[config.mk]
export PLATFORM = sky130hd
export DESIGN_NAME = mux_arbiter
export DESIGN_NICKNAME = d
export VERILOG_FILES = /design/src/rtl/mux_arb_pkg.sv /design/src/rtl/mux_arbiter_rr_pick.sv /design/src/rtl/mux_arbiter.sv
export SDC_FILE = /design/constraint.sdc
export NUM_CORES = 1
export LEC_CHECK = 0
export CAP_MARGIN = 15
export CORE_MARGIN = 3
export CORE_UTILIZATION = 32
export DETAILED_ROUTE_END_ITERATION = 8
export PLACE_DENSITY = 0.59
export SLEW_MARGIN = 30
export SYNTH_ARGS = -nofsm -noshare
export SYNTH_HDL_FRONTEND = slang
export SYNTH_SLANG_ARGS = --single-unit
export TNS_END_PERCENT = 20
[constraint.sdc]
create_clock -name clk -period 3.6 [get_ports clk]
set_input_delay 0.54 -clock clk [delete_from_list [all_inputs] [get_ports clk]]
set_output_delay 0.54 -clock clk [all_outputs]
set_load 0.01 [all_outputs]
[src/rtl/mux_arb_pkg.sv]
// Shared constants and state encoding for the round-robin mux arbiter.
package mux_arb_pkg;

  localparam int NUM_REQ = 4;
  localparam int IDX_W   = 2;
  localparam int HOLD_W  = 4;

  typedef enum logic {
    IDLE = 1'b0,
    BUSY = 1'b1
  } arb_state_e;

endpackage : mux_arb_pkg

[src/rtl/mux_arbiter_rr_pick.sv]
// Combinational round-robin search: first set request at or after start_i,
// wrapping; the excluded slot is the one just before start_i (the current owner).
module rr_pick
  import mux_arb_pkg::*;
(
  input  logic [NUM_REQ-1:0] req_i,
  input  logic [IDX_W-1:0]   start_i,
  input  logic               excl_i,
  output logic               found_o,
  output logic [IDX_W-1:0]   idx_o
);

  always_comb begin
    found_o = 1'b0;
    idx_o   = start_i;
    // Walk from the farthest slot back to start_i so the nearest hit wins.
    for (int k = NUM_REQ - 1; k >= 0; k--) begin
      if (req_i[start_i + IDX_W'(k)] && !(excl_i && (k == NUM_REQ - 1))) begin
        found_o = 1'b1;
        idx_o   = start_i + IDX_W'(k);
      end
    end
  end

endmodule : rr_pick

[src/rtl/mux_arbiter.sv]
// Round-robin arbiter driving the 4:1 mux select lines from a registered grant,
// with a bounded hold time so that a waiting requester is never starved.
//
// state | meaning
// IDLE  | no owner; address holds the last owner's index
// BUSY  | owner_q holds the mux, cnt_q counts consecutive held cycles
module mux_arbiter
  import mux_arb_pkg::*;
#(
  parameter int unsigned MAX_HOLD = 4
) (
  input  logic               clk,
  input  logic               reset,
  input  logic [NUM_REQ-1:0] req,
  output logic [NUM_REQ-1:0] grant,
  output logic               address0,
  output logic               address1,
  output logic               valid
);

  localparam logic [HOLD_W-1:0] HOLD_LAST = HOLD_W'(MAX_HOLD - 1);

  arb_state_e         state_q, state_d;
  logic [IDX_W-1:0]   owner_q, owner_d;
  logic [IDX_W-1:0]   ptr_q, ptr_d;
  logic [HOLD_W-1:0]  cnt_q, cnt_d;
  logic [NUM_REQ-1:0] grant_q, grant_d;
  logic               valid_q, valid_d;

  logic [IDX_W-1:0]   pick_start;
  logic               pick_excl;
  logic               pick_found;
  logic [IDX_W-1:0]   pick_idx;
  logic               take;

  assign pick_start = (state_q == BUSY) ? owner_q + IDX_W'(1) : ptr_q + IDX_W'(1);
  assign pick_excl  = (state_q == BUSY);

  rr_pick u_pick (
    .req_i   (req),
    .start_i (pick_start),
    .excl_i  (pick_excl),
    .found_o (pick_found),
    .idx_o   (pick_idx)
  );

  always_comb begin
    state_d = state_q;
    owner_d = owner_q;
    ptr_d   = ptr_q;
    cnt_d   = cnt_q;
    grant_d = grant_q;
    valid_d = valid_q;
    take    = 1'b0;

    case (state_q)
      IDLE: begin
        take = pick_found;
      end
      BUSY: begin
        if (!req[owner_q]) begin
          // Release wins over a coincident preempt.
          if (pick_found) begin
            take = 1'b1;
          end else begin
            state_d = IDLE;
            grant_d = '0;
            valid_d = 1'b0;
            cnt_d   = '0;
          end
        end else if ((cnt_q == HOLD_LAST) && pick_found) begin
          take = 1'b1;
        end else if (cnt_q != HOLD_LAST) begin
          cnt_d = cnt_q + HOLD_W'(1);
        end
      end
      default: begin
        state_d = IDLE;
      end
    endcase

    if (take) begin
      state_d = BUSY;
      owner_d = pick_idx;
      ptr_d   = pick_idx;
      cnt_d   = '0;
      grant_d = NUM_REQ'(1) << pick_idx;
      valid_d = 1'b1;
    end
  end

  always_ff @(posedge clk) begin
    if (reset) begin
      state_q <= IDLE;
      owner_q <= '0;
      ptr_q   <= IDX_W'(NUM_REQ - 1);
      cnt_q   <= '0;
      grant_q <= '0;
      valid_q <= 1'b0;
    end else begin
      state_q <= state_d;
      owner_q <= owner_d;
      ptr_q   <= ptr_d;
      cnt_q   <= cnt_d;
      grant_q <= grant_d;
      valid_q <= valid_d;
    end
  end

  assign grant    = grant_q;
  assign valid    = valid_q;
  assign address0 = owner_q[0];
  assign address1 = owner_q[1];

endmodule : mux_arbiter
==> results of run 1 <==
[worst max-delay path, delay by kind of cell, from the launching register on]
family             cells  cell delay, ns
AOI/OAI and AO/OA      2            0.46
DFF                    1            0.69
and+or+nand+nor        3            0.70
muxes                  1            0.50
[per-layer routing]
layer  vias to the layer above  global-route usage  share of wire
li1                        474                   -              -
met1                       435               0.189           0.52
met2                        28               0.182           0.43
met3                         0              0.0160          0.043
met4                         0              0.0162              0
met5                         -                   0              0
[cell type report]
| class | count | area share |
|---|---|---|
| inverter | 2 | 0.00622 |
| timing repair buffer | 13 | 0.106 |
| multi-input combinational | 94 | 0.580 |
| sequential | 14 | 0.232 |
| tap | 44 | 0.0456 |
| clock buffer | 4 | 0.0301 |
[how the worst max path moves through the flow]
stage                                     from               endpoint  slack (ns)  depth (start not counted)
after global placement                  req[3]  grant[1]$_SDFFE_PP0P_        1.04                          7
after floorplan                         req[0]  cnt_q[1]$_SDFFE_PP0P_        1.72                          7
after detailed placement                req[3]  grant[1]$_SDFFE_PP0P_        1.06                          7
after global routing      pick_excl$_SDFF_PP0_  grant[1]$_SDFFE_PP0P_        0.93                          6
after CTS                 pick_excl$_SDFF_PP0_  cnt_q[2]$_SDFFE_PP0P_        1.15                          6
final                     pick_excl$_SDFF_PP0_  cnt_q[2]$_SDFFE_PP0P_        1.16                          6
[state kept, by name (all words and copies together) (netlist names)]
register,flops
ptr_q,2
pick_excl,1
owner_q,2
cnt_q,4
valid,1
grant,4
[report_power, final]
group / switching, mW / total, mW / internal, mW / leakage (nW)
registers: 0.0748 / 0.278 / 0.203 / 0.115
clock network: 0.0532 / 0.115 / 0.0615 / 0.0210
logic: 0.260 / 0.504 / 0.245 / 0.279
total: 0.388 / 0.897 / 0.509 / 0.415
[layout by cell type (no fill, tap or decap), types with 3 or more instances in the layout]
cell,n
clkbuf_4,3
nor2_1,7
clkdlybuf4s50_1,12
o21ai_2,3
nor3_1,5
a21oi_1,16
nand4_1,6
dfxtp_1,14
o211ai_1,5
mux2i_1,6
[through the flow]
step | instances | power (mW) | hold WS, ns
5_1_grt | 171 | 0.970 | 0.539
4_1_cts | 171 | 0.899 | 0.510
2_1_floorplan | 117 | 0.645 | 0.467
3_3_place_gp | 167 | 0.780 | 0.483
6_report | 171 | 0.897 | 0.499
3_5_place_dp | 167 | 0.781 | 0.493
[logic make-up (layout without fill, tap and decap cells)]
group,count (synthesis),in the layout,share of synthesized area
simple gates,38,38,0.226
fa+ha+maj,1,1,0.0119
flops,14,14,0.267
xor+xnor,1,1,0.00835
compound gates,43,43,0.296
buf+inv,9,19,0.0644
mux,11,11,0.126
==> flow_summary_export.csv, run 1 <==
group,metric,value,unit
status,status,"complete, no violations",
sta,rsz0062_at_grt,"false",
clocking,cts_max_path_buffers,2,
clocking,cts_setup_buffers,0,
logic_synthesis,synth_fp_nets,124,
placed_design,place_area,1170,µm²
min_path,hp-start,"grant[1]$_SDFFE_PP0P_",
logic_synthesis,yosysSeqAreaShare,0.267,
setup_path,r2r_start,"pick_excl$_SDFF_PP0_",
layout,multi_input_area,701,µm²
setup_path,r2r_setup_slack,1.16,ns
setup_path,r2r_end,"cnt_q[2]$_SDFFE_PP0P_",
clocking,clock-sinks,14,
detailed_routing,routed_via_density,5.48,
clocking,cts_tree,"built",
placed_design,io_buffers,12,
power,power_density,743,nW/µm²
layout,nNetsFinal,135,
setup_path,cp_data_arrival_time,2.64,ns
layout,area_delta_synth_final,15.2,%
detailed_routing,first_pass_iters,4,
detailed_routing,vias,937,
setup_path,crit_fanout,12,
grt,grt_pass1_wl,4.12,mm
floorplan,dieHeight,63.2,µm
setup_path,worstSetupEndpointType,"register",
clocking,ctsResizeCount,0,
logic_synthesis,syn_inst,117,
layout,nFillCells,326,
layout,seqCellArea,280,µm²
grt,grt_pass1_vias,871,
logic_synthesis,yosys-top-cells-area,"dfxtp_1, a21oi_1, mux2i_1",
clocking,cts_hold_buffers,0,
logic_synthesis,yosys_warnings,0,
sta,fin_tns_setup,0,ns
power,power_leakage,0.415,nW
clocking,clk_latency,0.28,ns
placed_design,dpl.hpwl,1.75,mm
floorplan,core,3080,µm²
sta,setup_ws,1.16,ns
sta,setup_viol,0,
sta,clock.fmax,0.409,GHz
setup_path,crit_required,3.79,ns
logic_synthesis,synth.most_common_cell,"a21oi_1",
sta,period_share,0.679,
min_path,holdPathStages,2,
grt,grt_usage,0.122,
clocking,cts_buffers,3,
sta,finalMaxSlewViolations,0,
power,max-vdd-ir-drop,0.329,mV
sta,hold_viol_final,0,
layout,final_core_util,0.392,
setup_path,startpoint_type,"register",
logic_synthesis,synth_top_cells_by_count,"a21oi_1, dfxtp_1, nor2_1",
logic_synthesis,syn_area,1050,µm²
placed_design,place_congestion,0.906,
grt,overflow,0,
layout,diodes,0,
job,drv_cap,0,
logic_synthesis,postSynth.asyncResetShare,0,
floorplan,rows,20,
logic_synthesis,yosysUniqueCellTypes,49,
logic_synthesis,synth_edf_count,0,
detailed_routing,drt_wl_total,2.41,mm
placed_design,preCtsSetupSlack,1.06,ns
logic_synthesis,ys.flop_type,"dfxtp_1",
clocking,cts_root_buffer,"clkbuf_4",
floorplan,ios,13,
detailed_routing,drt-initial-drc-count,39,
sta,skew,0.00139,ns
layout,drive_gt1_frac,0.173,
detailed_routing,antenna_left,0,
setup_path,worstSetupPathType,"register to register",
logic_synthesis,synth_top_cell_by_area,"dfxtp_1",
setup_path,slowest_delay,0.69,ns
logic_synthesis,syn_area_per_cell,8.96,µm²
layout,design_area,1210,µm²
detailed_routing,post-route-drc-count,0,
min_path,holdCritPathClass,"register to register",
min_path,min_to,"grant[1]$_SDFFE_PP0P_",
setup_path,reg2reg_depth,6,
sta,worst_pin_slew,0.571,ns
grt,antenna_found_initial,0,
floorplan,die_w,63.2,µm
setup_path,slowest_stage,"dfxtp_1",
floorplan,die_area,4000,µm²
detailed_routing,wl_per_cell,14.1,µm
clocking,cts.clk_slew.worst_paths,0.09,ns
sta,fin_crit,2.44,ns
floorplan,start_util,0.341,
clocking,htree_levels,1,
grt,grt_max_degree,15,
logic_synthesis,synth_top_area_share,0.267,
logic_synthesis,ys_ff_latch,14,
setup_path,path_cells,"mux2i_2, nor3b_2, o21ai_2, a21boi_4, nor2_2, nor4_1",
sta,maxSlewHeadroom,0.619,
Power figures use the tool's default switching activity.
==> run 2, diff against run 1 <==
Clock period 3.6 ns to 2.4 ns, I/O delays scaled along.
==> run 2 against run 1 <==
Via count rose by 4.3%; first-iteration DRC count increased by 74%; fmax is 13% higher; critical endpoint is now cnt_q[3]$_SDFFE_PP0P_; highest routed layer is now met4.
==> flow_summary_export.csv, run 2 (synthesized netlist as in run 1, its figures left out) <==
group,metric,value,unit
status,status,"complete, no violations",
detailed_routing,first_pass_iters,4,
setup_path,cp_data_arrival_time,2.35,ns
layout,layout_commonest_cell,"a21oi_1",
detailed_routing,highest_layer,"met4",
placed_design,preCtsSetupSlack,0.0511,ns
min_path,hp-start,"grant[3]$_SDFFE_PP0P_",
clocking,cts_setup_buffers,0,
grt,grt_pass1_vias,902,
power,combinationalPowerShare,0.575,
sta,rsz0062_at_grt,"false",
floorplan,core,3080,µm²
layout,final_cells,175,
clocking,htree_levels,1,
placed_design,placedCellCount,171,
grt,overflow,0,
floorplan,ios,13,
sta,period_share,0.901,
min_path,holdPathStages,2,
detailed_routing,wl_per_cell,14.7,µm
grt,grt_usage,0.128,
power,intPower,0.780,mW
clocking,clock-sinks,14,
placed_design,dpl.hpwl,1.91,mm
detailed_routing,antenna_left,0,
clocking,cts_hold_buffers,0,
layout,final_cell_mix,"a21oi_1, dfxtp_1, clkdlybuf4s50_1",
setup_path,r2r_end,"cnt_q[3]$_SDFFE_PP0P_",
clocking,cts_root_buffer,"clkbuf_4",
setup_path,path_buf_inv,0,
placed_design,place_area,1200,µm²
power,power_density,1100,nW/µm²
setup_path,startpoint_type,"register",
sta,setup_ws,0.238,ns
clocking,clk_latency,0.28,ns
clocking,cts_tree,"built",
layout,diodes,0,
setup_path,crit_fanout,10,
power,p_seq_frac,0.300,
power,p_sw_frac,0.428,
layout,drive_gt1_frac,0.198,
placed_design,place_congestion,0.892,
power,p_switching,0.584,mW
detailed_routing,routed_via_density,5.58,
layout,area_delta_synth_final,18.0,%
floorplan,start_util,0.341,
sta,finalHoldWorstSlack,0.500,ns
clocking,cts.clk_slew.worst_paths,0.09,ns
sta,maxSlewHeadroom,0.689,
detailed_routing,vias,977,
setup_path,crit_required,2.59,ns
setup_path,r2r_start,"pick_excl$_SDFF_PP0_",
clocking,ctsResizeCount,0,
power,fin_total_pwr,1.36,mW
floorplan,dieHeight,63.2,µm
clocking,cts_buffers,3,
sta,fin_crit,2.16,ns
placed_design,io_buffers,12,
floorplan,die_w,63.2,µm
floorplan,die_area,4000,µm²
grt,grt_pass1_wl,4.14,mm
layout,design_area,1240,µm²
job,drv_cap,0,
sta,finalMaxSlewViolations,0,
sta,clock.fmax,0.463,GHz
sta,worst_pin_slew,0.464,ns
detailed_routing,met2WireLength,1.09,mm
power,power_leakage,0.435,nW
floorplan,rows,20,
layout,nNetsFinal,139,
grt,grt_max_degree,15,
setup_path,worstSetupEndpointType,"register",
setup_path,worstSetupPathType,"register to register",
sta,fin_tns_setup,0,ns
setup_path,slowest_stage,"mux2i_2",
setup_path,r2r_setup_slack,0.24,ns
min_path,min_to,"grant[3]$_SDFFE_PP0P_",
clocking,cts_max_path_buffers,2,
grt,antenna_found_initial,0,
setup_path,slowest_delay,0.45,ns
power,clkPwrFrac,0.125,
setup_path,path_cells,"mux2i_2, nor3b_2, o21ai_2, a21boi_4, nor2_2, nor4_1",
detailed_routing,wl_met1,1.33,mm
sta,hold_viol_final,0,
layout,final_core_util,0.402,
sta,setup_viol,0,
min_path,holdCritPathClass,"register to register",
detailed_routing,drt-initial-drc-count,68,
detailed_routing,drt_wl_total,2.57,mm
setup_path,reg2reg_depth,6,
power,max-vdd-ir-drop,0.410,mV
setup_path,path_delay_family,"simple AND/OR/NAND/NOR gates",
detailed_routing,post-route-drc-count,0,
detailed_routing,met3_length,122,µm
sta,skew,0.00570,ns
[run 2: cell count changes in the layout (fill, tap and decap cells not counted)]
cell   change
buf_4      +4
[run 2: worst max path at each step]
stage	startpoint	endpoint	slack, ns	cells past startpoint
5_1_grt	pick_excl$_SDFF_PP0_	cnt_q[3]$_SDFFE_PP0P_	0.09	6
2_1_floorplan	pick_excl$_SDFF_PP0_	ptr_q[0]$_SDFFE_PP1P_	0.58	6
3_3_place_gp	req[3]	cnt_q[1]$_SDFFE_PP0P_	0.07	6
6_report	pick_excl$_SDFF_PP0_	cnt_q[3]$_SDFFE_PP0P_	0.24	6
4_1_cts	pick_excl$_SDFF_PP0_	cnt_q[3]$_SDFFE_PP0P_	0.24	6
3_5_place_dp	req[3]	cnt_q[1]$_SDFFE_PP0P_	0.05	6
[run 2: power by group through the flow]
stage | combinational [mW] | clock (mW) | sequential (mW)
after detailed placement | 0.776 | 0 | 0.414
after CTS | 0.781 | 0.176 | 0.410
after floorplan | 0.571 | 0 | 0.397
final | 0.784 | 0.171 | 0.410
after global routing | 0.854 | 0.193 | 0.423
after global placement | 0.774 | 0 | 0.408
[run 2: worst register-to-register path, cell delays in order (launching register included)]
cell and delay [ns]:
dfxtp_1 0.43, mux2i_2 0.45, nor3b_2 0.35, o21ai_2 0.15
a21boi_4 0.33, nor2_2 0.10, nor4_1 0.27
[run 2: area by class of cell]
type | count | area (µm²)
inverters | 2 | 7.51
repair buffers | 17 | 158
flip-flops and latches | 14 | 280
multi-input cells | 94 | 701
clock buffers | 4 | 36.3
fillers | 316 | 1840
well taps | 44 | 55.1
[run 2: per-layer routing]
metal | vias to the layer above | global-route usage
li1 | 480 | -
met1 | 472 | 0.182
met2 | 20 | 0.184
met3 | 5 | 0.0267
met4 | 0 | 0.0539
met5 | - | 0
==> run 3, diff against run 2 <==
Settings changed: REMOVE_ABC_BUFFERS set to 1.
==> run 3 against run 2 <==
Global-route usage increased by 0.12 points; clock skew down 0.0047 ns; routed wire length decreased by 3.3%; via count shrank 3.4%; design area is 0.51% lower; combinational power up 3.1%; register-to-register slack better by 0.08 ns; first-iteration DRC count decreased by 62%; sequential power shrank 4%; critical path type is now primary input to register; critical endpoint is now cnt_q[1]$_SDFFE_PP0P_; largest power group unchanged.
==> flow_summary_export.csv, run 3 (synthesized netlist as in run 1, its figures left out) <==
group,metric,value,unit
status,status,"complete, no violations",
sta,skew,0.000962,ns
floorplan,rows,20,
sta,finalHoldWorstSlack,0.502,ns
job,drv_cap,0,
detailed_routing,post-route-drc-count,0,
clocking,clock-sinks,14,
power,intPower,0.757,mW
sta,period_share,0.876,
setup_path,worstSetupEndpointType,"register",
layout,drive_gt1_frac,0.198,
setup_path,crit_fanout,10,
clocking,cts_tree,"built",
grt,grt_pass1_vias,900,
power,clkPwrFrac,0.098,
detailed_routing,first_pass_iters,4,
setup_path,startpoint_type,"primary input",
layout,layout_commonest_cell,"a21oi_1",
grt,antenna_found_initial,0,
clocking,cts_root_buffer,"clkbuf_4",
detailed_routing,wl_per_cell,14.2,µm
layout,area_delta_synth_final,17.4,%
sta,fin_crit,2.10,ns
placed_design,place_area,1210,µm²
power,p_switching,0.575,mW
floorplan,core,3080,µm²
sta,rsz0062_at_grt,"false",
clocking,ctsResizeCount,0,
clocking,cts_max_path_buffers,2,
clocking,cts.clk_slew.worst_paths,0.08,ns
clocking,cts_buffers,3,
power,p_seq_frac,0.296,
sta,fin_tns_setup,0,ns
layout,final_cells,175,
power,fin_total_pwr,1.33,mW
sta,finalMaxSlewViolations,0,
placed_design,place_congestion,0.927,
sta,clock.fmax,0.476,GHz
placed_design,dpl.hpwl,1.88,mm
setup_path,cp_data_arrival_time,2.29,ns
layout,final_cell_mix,"a21oi_1, dfxtp_1, clkdlybuf4s50_1",
setup_path,worstSetupPathType,"primary input to register",
clocking,clk_latency,0.27,ns
clocking,htree_levels,1,
sta,hold_viol_final,0,
clocking,cts_setup_buffers,0,
placed_design,placedCellCount,172,
grt,grt_max_degree,15,
grt,overflow,0,
detailed_routing,routed_via_density,5.39,
detailed_routing,antenna_left,0,
sta,setup_viol,0,
sta,worst_pin_slew,0.477,ns
layout,design_area,1230,µm²
grt,grt_usage,0.129,
grt,grt_pass1_wl,4.22,mm
sta,maxSlewHeadroom,0.681,
clocking,cts_hold_buffers,0,
setup_path,crit_required,2.59,ns
min_path,holdCritPathClass,"register to register",
placed_design,io_buffers,12,
sta,setup_ws,0.297,ns
detailed_routing,drt-initial-drc-count,26,
floorplan,die_w,63.2,µm
floorplan,dieHeight,63.2,µm
power,power_density,1080,nW/µm²
power,power_leakage,0.433,nW
layout,final_core_util,0.400,
power,max-vdd-ir-drop,0.405,mV
power,p_sw_frac,0.432,
placed_design,preCtsSetupSlack,0.0405,ns
detailed_routing,drt_wl_total,2.49,mm
layout,diodes,0,
floorplan,die_area,4000,µm²
detailed_routing,vias,944,
floorplan,start_util,0.341,
layout,nNetsFinal,140,
power,combinationalPowerShare,0.606,
floorplan,ios,13,
[run 3: worst paths after layout]
path | start | slack [ns] | to | cells after the start
max reg2reg | pick_excl$_SDFF_PP0_ | 0.32 | cnt_q[2]$_SDFFE_PP0P_ | 7
max | req[2] | 0.30 | cnt_q[1]$_SDFFE_PP0P_ | 6
min | grant[3]$_SDFFE_PP0P_ | 0.50 | grant[3]$_SDFFE_PP0P_ | 2
min reg2reg | grant[3]$_SDFFE_PP0P_ | 0.50 | grant[3]$_SDFFE_PP0P_ | 2
[run 3: layer usage]
| metal | part of all wire | up-vias | global-route usage |
|---|---|---|---|
| met3 | 0.043 | 2 | 0.0321 |
| met1 | 0.53 | 442 | 0.179 |
| li1 | - | 481 | - |
| met2 | 0.42 | 19 | 0.190 |
| met5 | 0 | - | 0 |
| met4 | 0.0056 | 0 | 0.0512 |
[run 3: layout make-up]
| cell class | count | area (µm²) |
|---|---|---|
| repair buffers | 18 | 165 |
| inverters | 2 | 7.51 |
| fillers | 319 | 1850 |
| flip-flops and latches | 14 | 280 |
| well taps | 44 | 55.1 |
| multi-input cells | 94 | 701 |
| clock buffers | 3 | 22.5 |
[run 3: power by group through the flow]
stage	combinational [mW]	clock [mW]	sequential [mW]
floorplan	0.510	0	0.415
global placement	0.802	0	0.396
detailed placement	0.803	0	0.396
CTS	0.807	0.137	0.393
global route	0.881	0.153	0.407
finish	0.808	0.131	0.394
[run 3: critical path, stage by stage]
cell,delay (ns)
clkdlybuf4s50_1,0.56
mux4_2,0.59
nand2_1,0.14
a21o_1,0.28
nand3_1,0.12
a211oi_1,0.24
==> variant: new RTL, settings of run 3 <==
Change the package constant `NUM_REQ` from 4 to 5.
--- a/src/rtl/mux_arb_pkg.sv
+++ b/src/rtl/mux_arb_pkg.sv
@@ -1,7 +1,7 @@
 // Shared constants and state encoding for the round-robin mux arbiter.
 package mux_arb_pkg;
 
-  localparam int NUM_REQ = 4;
+  localparam int NUM_REQ = 5;
   localparam int IDX_W   = 2;
   localparam int HOLD_W  = 4;
 
Ports: changed (resized grant and req); port bits go from 13 to 15. The function was not compared with the original's and may differ.
==> variant against run 3 <==
  * Non-clock buffer count decreased by 5
  * Worst setup slack improved by 0.31 ns
  * Power decreased by 57%
  * Count of clock-buffer cells in the layout increased by 1
  * Sequential cell count decreased by 2
  * Clock power increased by 20%
  * Area after synthesis decreased by 33%
  * Final area decreased by 29%
  * Routed wire length decreased by 40%
  * Critical endpoint is now ptr_q[0]$_SDFFE_PP0P_
==> variant: results <==
group,metric,value,unit
finish,drive_gt1_share,11.3,%
finish,buffers,13,
power_and_ir_drop,p_leak,0.300,nW
synth,synthXorXnorAreaFrac,1.25,%
finish,num-clock-buffers,4,
sta,skew,0.00870,ns
power_and_ir_drop,p_sw,0.172,mW
placed_design,routabilityCongestion,0.745,
synth,synthMuxAreaShare,4.46,%
finish,clock_area_share,4.13,%
route,met2_length,685,um
critical_path,cp_top_family,"simple AND/OR/NAND/NOR gates",
route,met3_length,89,um
synth,ys_types,39,
route,drt_iter0_markers,12,
synth,synth_common_cells,"dfxtp_1, inv_1, nand2_1",
outcome,outcome,"complete, no violations",
route,routed_via_density,5.36,
placed_design,hpwl,1140,um
finish,multi_input_area,412,um2
critical_path,critPathMaxFanout,8,
grt,gr-usage-met1,16.2,%
route,wl_met1,718,um
finish,num-fill-cells,212,
power_and_ir_drop,vdd_drop_max,0.000405,V
synth,synthTopCellsByArea,"dfxtp_1, o32ai_1, inv_1, nand2_1, mux2i_1",
critical_path,slowest_stage,"or4_4",
finish,bufAreaShareNonClock,14.5,%
finish,nets,106,
finish,final_cells,124,
finish,n_sequential_cell,12,
synth,postSynthCellCount,83,
synth,yosys.area_share.adder,1.79,%
placed_design,preCtsSetupSlack,0.333,ns
finish,sh_seq_area,27.3,%
grt,grt.total_usage,11.9,%
power_and_ir_drop,switching_share,30.0,%
route,wirelength,1490,um
finish,fin_util,43.5,%
grt,grt_max_degree,11,
==> variant: cell count changes after synthesis, sizes merged, moves of 3 or more <==
| cell | run 3 | this run |
|---|---|---|
| a21oi | 17 | 2 |
| inv | 2 | 8 |
| mux2i | 8 | 2 |
| nand2 | 3 | 6 |
| nand4 | 6 | 0 |
| nor2b | 0 | 3 |
| nor3 | 5 | 0 |
| o211ai | 5 | 1 |
| o32ai | 0 | 4 |
==> variant: worst paths after layout <==
| check | from | to | slack (ns) | cells after the start |
|---|---|---|---|---|
| setup / recovery | req[3] | ptr_q[0]$_SDFFE_PP0P_ | 0.61 | 4 |
| hold / removal | grant[1]$_SDFFE_PP0P_ | grant[1]$_SDFFE_PP0P_ | 0.46 | 2 |
| setup reg to reg | cnt_q[0]$_SDFFE_PP0P_ | grant[3]$_SDFFE_PP0P_ | 0.72 | 4 |
| hold reg to reg | grant[1]$_SDFFE_PP0P_ | grant[1]$_SDFFE_PP0P_ | 0.46 | 2 |
